`config.mk`:
```
export PLATFORM = sky130hd
export DESIGN_NAME = nibble_control
export DESIGN_NICKNAME = d
export VERILOG_FILES = /design/src/rtl/nibble_pkg.sv /design/src/rtl/nibble_decode.sv /design/src/rtl/nibble_control.sv
export SDC_FILE = /design/constraint.sdc
export NUM_CORES = 1
export LEC_CHECK = 0
export CAP_MARGIN = 10
export CORE_ASPECT_RATIO = 1.25
export CORE_UTILIZATION = 40
export DETAILED_ROUTE_END_ITERATION = 8
export GPL_ROUTABILITY_DRIVEN = 1
export HOLD_SLACK_MARGIN = 0.03
export PLACE_DENSITY = 0.84
export SETUP_SLACK_MARGIN = 0.15
export SYNTH_ARGS = -nofsm -noshare
export SYNTH_HDL_FRONTEND = slang
export SYNTH_SLANG_ARGS = --single-unit
```
`constraint.sdc`:
```
create_clock -name clk -period 1.4 [get_ports clk]
set_input_delay 0.14 -clock clk [delete_from_list [all_inputs] [get_ports clk]]
set_output_delay 0.14 -clock clk [all_outputs]
set_load 0.005 [all_outputs]
```
`src/rtl/nibble_pkg.sv`:
```
// nibble_pkg: shared opcodes, FSM states, ALU select codes and control-word layout
// for the nibble fetch/execute controller.
// Optional feature macro: NIBBLE_CALL_RET_EN (enables the CALL/RET opcodes).
package nibble_pkg;

    // Opcode values carried in IR[7:4]
    localparam logic [3:0] OP_NOP  = 4'h0;
    localparam logic [3:0] OP_LIT  = 4'h1;
    localparam logic [3:0] OP_ADD  = 4'h2;
    localparam logic [3:0] OP_SUB  = 4'h3;
    localparam logic [3:0] OP_CMP  = 4'h4;
    localparam logic [3:0] OP_NOR  = 4'h5;
    localparam logic [3:0] OP_OUT  = 4'h6;
    localparam logic [3:0] OP_JMP  = 4'h8;
    localparam logic [3:0] OP_JC   = 4'h9;
    localparam logic [3:0] OP_JZ   = 4'hA;
    localparam logic [3:0] OP_JNZ  = 4'hB;
    localparam logic [3:0] OP_CALL = 4'hC;
    localparam logic [3:0] OP_RET  = 4'hD;
    localparam logic [3:0] OP_HALT = 4'hF;

    // Controller states
    typedef enum logic [1:0] {
        ST_FETCH = 2'd0,
        ST_EXEC  = 2'd1,
        ST_HALT  = 2'd2
    } state_t;

    // ALU select codes
    localparam logic [2:0] ALU_PASS_A = 3'b000;
    localparam logic [2:0] ALU_SUB    = 3'b001;
    localparam logic [2:0] ALU_PASS_B = 3'b010;
    localparam logic [2:0] ALU_ADD    = 3'b011;
    localparam logic [2:0] ALU_NOR    = 3'b100;

    // Control-word bit positions
    localparam int CW_IS_HALT = 0;
    localparam int CW_IS_JUMP = 1;
    localparam int CW_FLAG_WE = 2;
    localparam int CW_S_LSB   = 3;
    localparam int CW_S_MSB   = 5;
    localparam int CW_ENC     = 6;
    localparam int CW_ENB     = 7;
    localparam int CW_ENA     = 8;
    localparam int CW_W       = 9;

    typedef logic [CW_W-1:0] ctrl_word_t;

    // Pack individual control fields into a control word at their fixed positions
    function automatic ctrl_word_t make_cw(
        input logic       ena,
        input logic       enb,
        input logic       enc,
        input logic [2:0] s,
        input logic       flag_we,
        input logic       is_jump,
        input logic       is_halt
    );
        ctrl_word_t cw;
        cw                      = '0;
        cw[CW_ENA]              = ena;
        cw[CW_ENB]              = enb;
        cw[CW_ENC]              = enc;
        cw[CW_S_MSB:CW_S_LSB]   = s;
        cw[CW_FLAG_WE]          = flag_we;
        cw[CW_IS_JUMP]          = is_jump;
        cw[CW_IS_HALT]          = is_halt;
        return cw;
    endfunction

    // Jump condition from opcode[1:0]: 00 always, 01 carry, 10 zero, 11 not zero
    function automatic logic jump_taken(
        input logic [1:0] cond,
        input logic       c_flag,
        input logic       z_flag
    );
        logic taken;
        case (cond)
            2'b00:   taken = 1'b1;
            2'b01:   taken = c_flag;
            2'b10:   taken = z_flag;
            default: taken = ~z_flag;
        endcase
        return taken;
    endfunction

endpackage

```
`src/rtl/nibble_decode.sv`:
```
// nibble_decode: purely combinational opcode decoder producing the EXEC-phase
// control fields for the operational unit.
// Optional feature macro: NIBBLE_CALL_RET_EN (CALL decodes as an unconditional jump).
module nibble_decode (
    input  logic [3:0] opcode,
    output logic       ena,
    output logic       enb,
    output logic       enc,
    output logic [2:0] s,
    output logic       flag_we,
    output logic       is_jump,
    output logic       is_halt
);
    import nibble_pkg::*;

    ctrl_word_t cw;

    // Map each opcode to its control word; undefined opcodes fall through as NOP
    always_comb begin
        cw = make_cw(1'b0, 1'b0, 1'b0, ALU_PASS_A, 1'b0, 1'b0, 1'b0);
        case (opcode)
            OP_LIT:  cw = make_cw(1'b1, 1'b1, 1'b0, ALU_PASS_B, 1'b0, 1'b0, 1'b0);
            OP_ADD:  cw = make_cw(1'b1, 1'b1, 1'b0, ALU_ADD,    1'b1, 1'b0, 1'b0);
            OP_SUB:  cw = make_cw(1'b1, 1'b1, 1'b0, ALU_SUB,    1'b1, 1'b0, 1'b0);
            OP_CMP:  cw = make_cw(1'b0, 1'b1, 1'b0, ALU_SUB,    1'b1, 1'b0, 1'b0);
            OP_NOR:  cw = make_cw(1'b1, 1'b1, 1'b0, ALU_NOR,    1'b1, 1'b0, 1'b0);
            OP_OUT:  cw = make_cw(1'b0, 1'b0, 1'b1, ALU_PASS_A, 1'b0, 1'b0, 1'b0);
            OP_JMP, OP_JC, OP_JZ, OP_JNZ:
                     cw = make_cw(1'b0, 1'b0, 1'b0, ALU_PASS_A, 1'b0, 1'b1, 1'b0);
`ifdef NIBBLE_CALL_RET_EN
            // CALL's low opcode bits are 00, so the jump condition reads "always"
            OP_CALL: cw = make_cw(1'b0, 1'b0, 1'b0, ALU_PASS_A, 1'b0, 1'b1, 1'b0);
`endif
            OP_HALT: cw = make_cw(1'b0, 1'b0, 1'b0, ALU_PASS_A, 1'b0, 1'b0, 1'b1);
            default: ;
        endcase
    end

    assign ena     = cw[CW_ENA];
    assign enb     = cw[CW_ENB];
    assign enc     = cw[CW_ENC];
    assign s       = cw[CW_S_MSB:CW_S_LSB];
    assign flag_we = cw[CW_FLAG_WE];
    assign is_jump = cw[CW_IS_JUMP];
    assign is_halt = cw[CW_IS_HALT];

endmodule

```
`src/rtl/nibble_control.sv`:
```
// nibble_control: two-phase fetch/execute controller for the 4-bit operational unit.
// Holds the FSM, program counter, instruction register and C/Z flags; control
// outputs are Moore-decoded from IR while in EXEC.
// Optional feature macro: NIBBLE_CALL_RET_EN (CALL/RET with a one-entry return register).
module nibble_control #(
    parameter int ADDR_W = 8
) (
    input  logic              clk,
    input  logic              reset,
    input  logic              run,
    input  logic [7:0]        prog_data,
    output logic [ADDR_W-1:0] pc,
    output logic [3:0]        oprnd,
    output logic              ena,
    output logic              enb,
    output logic              enc,
    output logic [2:0]        s,
    input  logic              c_in,
    input  logic              zero_in,
    output logic              c_flag,
    output logic              z_flag,
    output logic              halted,
    output logic              phase
);
    import nibble_pkg::*;

    localparam logic [ADDR_W-1:0] PC_ONE = ADDR_W'(1);

    state_t            state_q, state_d;
    logic [ADDR_W-1:0] pc_q, pc_d;
    logic [7:0]        ir_q, ir_d;
    logic              c_flag_q, c_flag_d;
    logic              z_flag_q, z_flag_d;
`ifdef NIBBLE_CALL_RET_EN
    logic [ADDR_W-1:0] ret_pc_q, ret_pc_d;
`endif

    logic       dec_ena, dec_enb, dec_enc;
    logic [2:0] dec_s;
    logic       dec_flag_we, dec_is_jump, dec_is_halt;

    nibble_decode u_decode (
        .opcode  (ir_q[7:4]),
        .ena     (dec_ena),
        .enb     (dec_enb),
        .enc     (dec_enc),
        .s       (dec_s),
        .flag_we (dec_flag_we),
        .is_jump (dec_is_jump),
        .is_halt (dec_is_halt)
    );

    // State register: synchronous reset has priority over every update
    always_ff @(posedge clk) begin
        if (reset) begin
            state_q  <= ST_FETCH;
            pc_q     <= '0;
            ir_q     <= 8'h00;
            c_flag_q <= 1'b0;
            z_flag_q <= 1'b0;
`ifdef NIBBLE_CALL_RET_EN
            ret_pc_q <= '0;
`endif
        end else begin
            state_q  <= state_d;
            pc_q     <= pc_d;
            ir_q     <= ir_d;
            c_flag_q <= c_flag_d;
            z_flag_q <= z_flag_d;
`ifdef NIBBLE_CALL_RET_EN
            ret_pc_q <= ret_pc_d;
`endif
        end
    end

    // Next-state logic: fetch, execute (flags, jumps, halt) and the terminal halt
    always_comb begin
        state_d  = state_q;
        pc_d     = pc_q;
        ir_d     = ir_q;
        c_flag_d = c_flag_q;
        z_flag_d = z_flag_q;
`ifdef NIBBLE_CALL_RET_EN
        ret_pc_d = ret_pc_q;
`endif
        case (state_q)
            ST_FETCH: begin
                if (run) begin
                    ir_d    = prog_data;
                    pc_d    = pc_q + PC_ONE;
                    state_d = ST_EXEC;
                end
            end
            ST_EXEC: begin
                state_d = dec_is_halt ? ST_HALT : ST_FETCH;
                if (dec_flag_we) begin
                    c_flag_d = c_in;
                    z_flag_d = zero_in;
                end
                // Two-byte instructions: prog_data is the target byte at pc_q
                if (dec_is_jump) begin
                    if (jump_taken(ir_q[5:4], c_flag_q, z_flag_q)) begin
                        pc_d = prog_data[ADDR_W-1:0];
                    end else begin
                        pc_d = pc_q + PC_ONE;
                    end
                end
`ifdef NIBBLE_CALL_RET_EN
                if (ir_q[7:4] == OP_CALL) begin
                    ret_pc_d = pc_q + PC_ONE;
                end
                if (ir_q[7:4] == OP_RET) begin
                    pc_d = ret_pc_q;
                end
`endif
            end
            ST_HALT: begin
                state_d = ST_HALT;
            end
            default: begin
                state_d = ST_FETCH;
            end
        endcase
    end

    // Output logic: unit enables only drive during EXEC, everything else is status
    always_comb begin
        ena    = 1'b0;
        enb    = 1'b0;
        enc    = 1'b0;
        s      = ALU_PASS_A;
        phase  = (state_q == ST_EXEC);
        halted = (state_q == ST_HALT);
        if (state_q == ST_EXEC) begin
            ena = dec_ena;
            enb = dec_enb;
            enc = dec_enc;
            s   = dec_s;
        end
    end

    assign pc     = pc_q;
    assign oprnd  = ir_q[3:0];
    assign c_flag = c_flag_q;
    assign z_flag = z_flag_q;

endmodule

```
# [Word-level counts from Yosys, hierarchy flattened]
# Cells that the tools add are included.
[totals] regBits=20 output_inout_bits=22
[classes] n_addsub=1 eq_ne=17 muxes=15 bitwise_logic=1 n_reduce_logical=7
[op_table] op="9-bit one-hot mux with 8 select lines" n=1
[op_table] op="8-bit two-way mux" n=3
[op_table] op="4-bit == test (second input constant)" n=5
[op_table] op="8-bit one-hot mux with 2 select lines" n=1
[op_table] op="4-bit by 3-bit == test with 1-bit output (second input constant)" n=3
[op_table] op="8-bit by 1-bit adder with 8-bit output (second input constant)" n=1
[op_table] op="4-bit by 2-bit == test with 1-bit output (second input constant)" n=2
[op_table] op="2-bit one-hot mux with 3 select lines" n=1
[op_table] op="1-bit two-way mux" n=5
[op_table] op="2-bit by 1-bit == test with 1-bit output (second input constant)" n=2
[op_table] op="2-bit == test (second input constant)" n=2
[op_table] op="4-bit by 1-bit == test with 1-bit output (second input constant)" n=1
[op_table] op="2-bit zero test" n=2
[op_table] op="2-bit two-way mux" n=2
[op_table] op="2-bit AND reduction" n=2
[op_table] op="4-bit OR reduction" n=1
[op_table] op="3-bit two-way mux" n=1
[op_table] op="1-bit one-hot mux with 3 select lines" n=1
[op_table] op="3-bit AND reduction" n=1
[op_table] op="2-bit by 1-bit inequality test with 1-bit output (second input constant)" n=1
[op_table] op="2-bit inequality test (second input constant)" n=1
[op_table] op="2-bit nonzero test" n=1
[op_table] op="1-bit inverter" n=1

# [Logic depth before layout (Yosys ltp)]
[depth] ltp_word=8 ltp_mapped=7 ltp_nobuf=5

# [Hierarchy]
# Synthesis repeated with hierarchy kept, for this count alone.
[unflattened] cells_unflattened=136 hier_area_um2=1187.4
[by_module_without_submodules] mod="nibble_control" n_inst=1 cells_per_inst=118 area_per_inst_um2=1054.8 seq_area_each_um2=400.4
[by_module_without_submodules] mod="nibble_decode" n_inst=1 cells_per_inst=18 area_per_inst_um2=132.6 seq_area_each_um2=0.0

# [Worst setup path after synthesis]
# Ideal clock, no wire load.
[synth_timing] path_kind="reg2reg" from="register ir_q[5]" to="register pc_q[0], in the netlist pc[0]" setup_time_ns=0.074 t_arrival_ns=1.491 setup_slack_ns=-0.166 path_stages_with_launch=7 n_path_buf=2 period_less_slack_ns=1.566 path_cell_list="dfxtp_1 > buf_6 > nand2b_4 > a311o_1 > buf_6 > or3b_1 > a31oi_1"
[synth_via] elab_chain_len=7 elab_cells_between_ends=24 classes_between="eq/ne: 14; mux: 7; reduce/logical: 3"
[synth_lines] item="start, declared" line_no="nibble_control.sv:31" text="logic [7:0] ir_q, ir_d;"
[synth_lines] item="start signal, assigned" line_no="nibble_control.sv:67" text="ir_q <= ir_d;"
[synth_lines] item="2-bit == test (tied with other cells)" line_no="nibble_pkg.sv:78" text="case (cond)"
[synth_lines] item="1-bit one-hot mux with 3 select lines" line_no="nibble_pkg.sv:78"
[synth_lines] item="1-bit two-way mux" line_no="nibble_control.sv:101" text="if (dec_is_jump) begin"
[synth_lines] item="1-bit two-way mux" line_no="nibble_control.sv:86" text="case (state_q)"
[synth_lines] item="8-bit two-way mux" line_no="nibble_control.sv:102" text="if (jump_taken(ir_q[5:4], c_flag_q, z_flag_q)) begin"
[synth_lines] item="8-bit two-way mux" line_no="nibble_control.sv:101"
[synth_lines] item="8-bit one-hot mux with 2 select lines" line_no="nibble_control.sv:86"
[synth_lines] item="end signal, assigned" line_no="nibble_control.sv:66" text="pc_q <= pc_d;"
[synth_lines] item="end, declared" line_no="nibble_control.sv:30" text="logic [ADDR_W-1:0] pc_q, pc_d;"
# Parallel ways exist; a longest one is shown, timed or not. The select of a mux whose other input is x is not followed.
# A chain may end at the register's enable or synchronous reset.

# [Final worst setup path]
[layout_timing] from="register z_flag_q, in the netlist z_flag" to="register pc_q[0], in the netlist pc[0]"
[layout_via] elab_chain_len=7
[layout_lines] item="start, declared" line_no="nibble_control.sv:33" text="logic z_flag_q, z_flag_d;"
[layout_lines] item="start signal, assigned" line_no="nibble_control.sv:69" text="z_flag_q <= z_flag_d;"
[layout_lines] item="1-bit inverter" line_no="nibble_pkg.sv:82" text="default: taken = ~z_flag;"
[layout_lines] item="1-bit one-hot mux with 3 select lines (*)" line_no="nibble_pkg.sv:78"
[layout_lines] item="1-bit two-way mux (*)" line_no="nibble_control.sv:101"
[layout_lines] item="1-bit two-way mux (*)" line_no="nibble_control.sv:86"
[layout_lines] item="8-bit two-way mux (*)" line_no="nibble_control.sv:102"
[layout_lines] item="8-bit two-way mux (*)" line_no="nibble_control.sv:101"
[layout_lines] item="8-bit one-hot mux with 2 select lines (*)" line_no="nibble_control.sv:86"
# Mark *: on every way between the ends. The rest lies on a longest branch, timed or not. The select of a mux whose other input is x is not followed.

==> run summary <==
Placeable Area -> 2530 µm²
# port buffers -> 34
final core occ -> 0.749
Max Slew Vio Count -> 0
Final nets -> 212
die area -> 2980 µm²
pre-CTS WS -> -172 ps
hold crit path type -> input port to flip-flop
Avg Inst Size Synth -> 8.24 µm²
status -> finished, violations left
Clock H-tree levels -> 1
Chip Height -> 60.8 µm
Hold Vio Cnt, Final -> 0
Critical Path, Cell by Cell -> nand2b_4 > a311o_2 > or3b_1 > a31oi_1
maximum clock frequency -> 651 MHz
Clk pin slew, worst setup/hold paths -> 120 ps
Synth Instances -> 134
yosys warns -> 0
Leakage -> 0.858 nW
pin count of the biggest net entering global routing -> 13
required time worst endpoint -> 1660 ps
mapped cell area -> 1100 µm²
Hold Buf Count CTS -> 0
crit path to -> pc[0]$_SDFFE_PP0P_
Worst EP arrival -> 1790 ps
GRT Total Usage -> 0.264
I/O pins -> 35
Max clock buf depth -> 2
Worst Tran Pin Value -> 251 ps
Final Setup Violations -> 16
critical path type -> flip-flop to flip-flop
DR pass1 iterations -> 4
worst setup slack after layout -> -137 ps
CTS tree -> yes
CP max stage delay -> 460 ps
diodes inserted -> 0
Crit Path Max Fanout -> 4
violated checks -> negative setup slack
setup TNS -> -1330 ps
Final Cycle Share -> 1.10
Mapped Nets -> 148
Reg2Reg Launch Point -> z_flag$_SDFFE_PP0P_
Clock Latency Late Sink -> 320 ps
vias per cell -> 5.33
Max Cap Viol -> 0
synthesis-stage register bit count -> 20
r2r setup slk -> -140 ps
synth-to-layout area growth -> 71.2%
Routability Congestion -> 0.819
WL final -> 3700 µm
first-pass GRT wire length -> 5840 µm
final antenna-violating net count -> 0
initial core utilization -> 0.437
crit end category -> flip-flop
DIE WIDTH -> 49.0 µm
FP Rows -> 20
share of cells above drive strength 1 -> 0.442
synth unique cells -> 31
DR iter-0 viols -> 40
DRC viols -> 0
DP Wirelength -> 2220 µm
number of global-route vias before repair -> 1213
crit start category -> flip-flop
VDD IR max -> 0.000678 V
worst r2r dst -> pc[0]$_SDFFE_PP0P_
Clock Skews -> 1.51 ps
GR Overflow Total -> 0
initial antenna violation count -> 0
fin cells -> 230
Root Buffer -> clkbuf_4
TritonCTS Buffers -> 3
P per Cell Area -> 785 nW/µm²
Final min period -> 1540 ps
Max-slew headroom -> 0.833
RSZ-0062 raised after global routing -> yes
Fin Hold WS -> 392 ps
WL per Instance -> 16.1 µm
DP Cell Count -> 208
CTS sink count -> 20
FF-to-FF path depth -> 4
beginning of the critical path -> z_flag$_SDFFE_PP0P_
register area share after synthesis -> 0.362
crit path max-delay cell type -> a311o_2
via count -> 1225
fillers -> 183
## where the power goes
group	switching, mW	leakage (nW)	internal (mW)
sequential	0.0341	0.172	0.597
clock	0.196	0.0279	0.290
combinational	0.156	0.658	0.213
## Yosys cell counts (all sizes together)
library cell	count	area, µm²
nor2	17	63.8
nor4	1	6.26
ha	1	12.5
nor3b	3	22.5
or2	2	12.5
a21oi	11	55.1
and2	1	6.26
nand2b	4	32.5
xor2	1	8.76
nand2	9	33.8
inv	10	37.5
or3b	1	8.76
nand3	4	20.0
xnor2	1	8.76
a31oi	3	18.8
dfxtp	20	400
mux2i	15	150
clkbuf	3	11.3
a311o	1	10.0
or3	1	6.26
nand4	1	6.26
nor3	5	25.0
buf	9	67.6
o21ai	1	5.00
a31o	1	8.76
o32ai	6	52.6
nand3b	1	7.51
nor2b	1	6.26
## stage by stage
stage	instance area [µm²]	power, mW
after detailed placement	1570	0.933
after floorplan	1110	0.790
after CTS	1800	1.44
final	1890	1.49
after global routing	1890	1.55
after global placement	1570	0.922
## state kept, by name, summed over array words and instances, names as in the netlist
name and count:
ir_q 8, pc 8, state_q 2, c_flag 1, z_flag 1
## layout make-up
type / instances / area, µm² / share of cell area
clock buffers: 3 / 22.5 / 0.0119
clock inverters: 1 / 30.0 / 0.0159
inverters: 10 / 40.0 / 0.0212
multi-input cells: 92 / 692 / 0.366
flip-flops and latches: 20 / 434 / 0.229
well taps: 33 / 41.3 / 0.0218
repair buffers: 71 / 632 / 0.334
## worst max-delay path: cells and delay by family, from the launching register on
family / cells / cell delay (ps)
flip-flops: 1 / 380
AND/OR/NAND/NOR: 2 / 510
AO/OA/AOI/OAI: 2 / 580
## routing by layer
layer  vias up  global-route usage  routed length, µm
li1        587                   -                  -
met1       583               0.305               1510
met2        42               0.486               1930
met3        13              0.0326                128
met4         0               0.139                138
met5         -                   0                  0
## timing repair
action / in CTS / in global routing
gates resized for setup: 88 / 10
buffers inserted: 14 / 3
hold endpoints to repair: 0 / 0
pin swaps: 11 / 14
setup endpoints to repair: 38 / 27
gates cloned: 0 / 1
## worst min path at each step
stage	endpoint	cells past startpoint	slack, ps	from
3_3_place_gp	ir_q[2]$_SDFFE_PP0P_	2	480	ir_q[2]$_SDFFE_PP0P_
2_1_floorplan	ir_q[6]$_SDFFE_PP0P_	2	280	prog_data[6]
3_5_place_dp	ir_q[0]$_SDFFE_PP0P_	2	490	ir_q[0]$_SDFFE_PP0P_
4_1_cts	c_flag$_SDFFE_PP0P_	3	400	c_in
5_1_grt	c_flag$_SDFFE_PP0P_	3	390	c_in
6_report	c_flag$_SDFFE_PP0P_	3	390	c_in
## cells by family (layout without fill, tap and decap cells)
| group | count (synthesis) | after routing | synth area share |
|---|---|---|---|
| AOI/OAI and AO/OA | 23 | 23 | 0.136 |
| xor gates and xnor gates | 2 | 2 | 0.0159 |
| adders and majority gates | 1 | 1 | 0.0113 |
| buffers and inverters | 22 | 85 | 0.105 |
| DFF | 20 | 20 | 0.362 |
| muxes | 15 | 15 | 0.136 |
| and+or+nand+nor | 51 | 51 | 0.233 |
## cells in the final DEF, fill, tap and decap left out, drive strengths merged
cell type      count
and2               1
a31o               1
or3                1
nor4               1
clkdlybuf4s50     13
mux2i             15
or3b               1
buf               44
clkbuf             4
or2                2
inv               10
dfxtp             20
a31oi              3
dlygate4sd2       13
nand2b             4
o21ai              1
a21oi             11
o32ai              6
nand2              9
nor3               5
a311o              1
ha                 1
nor2b              1
nand4              1
nand3b             1
nor3b              3
xor2               1
nand3              4
bufinv             1
nor2              17
xnor2              1
Power figures use the tool's default switching activity.
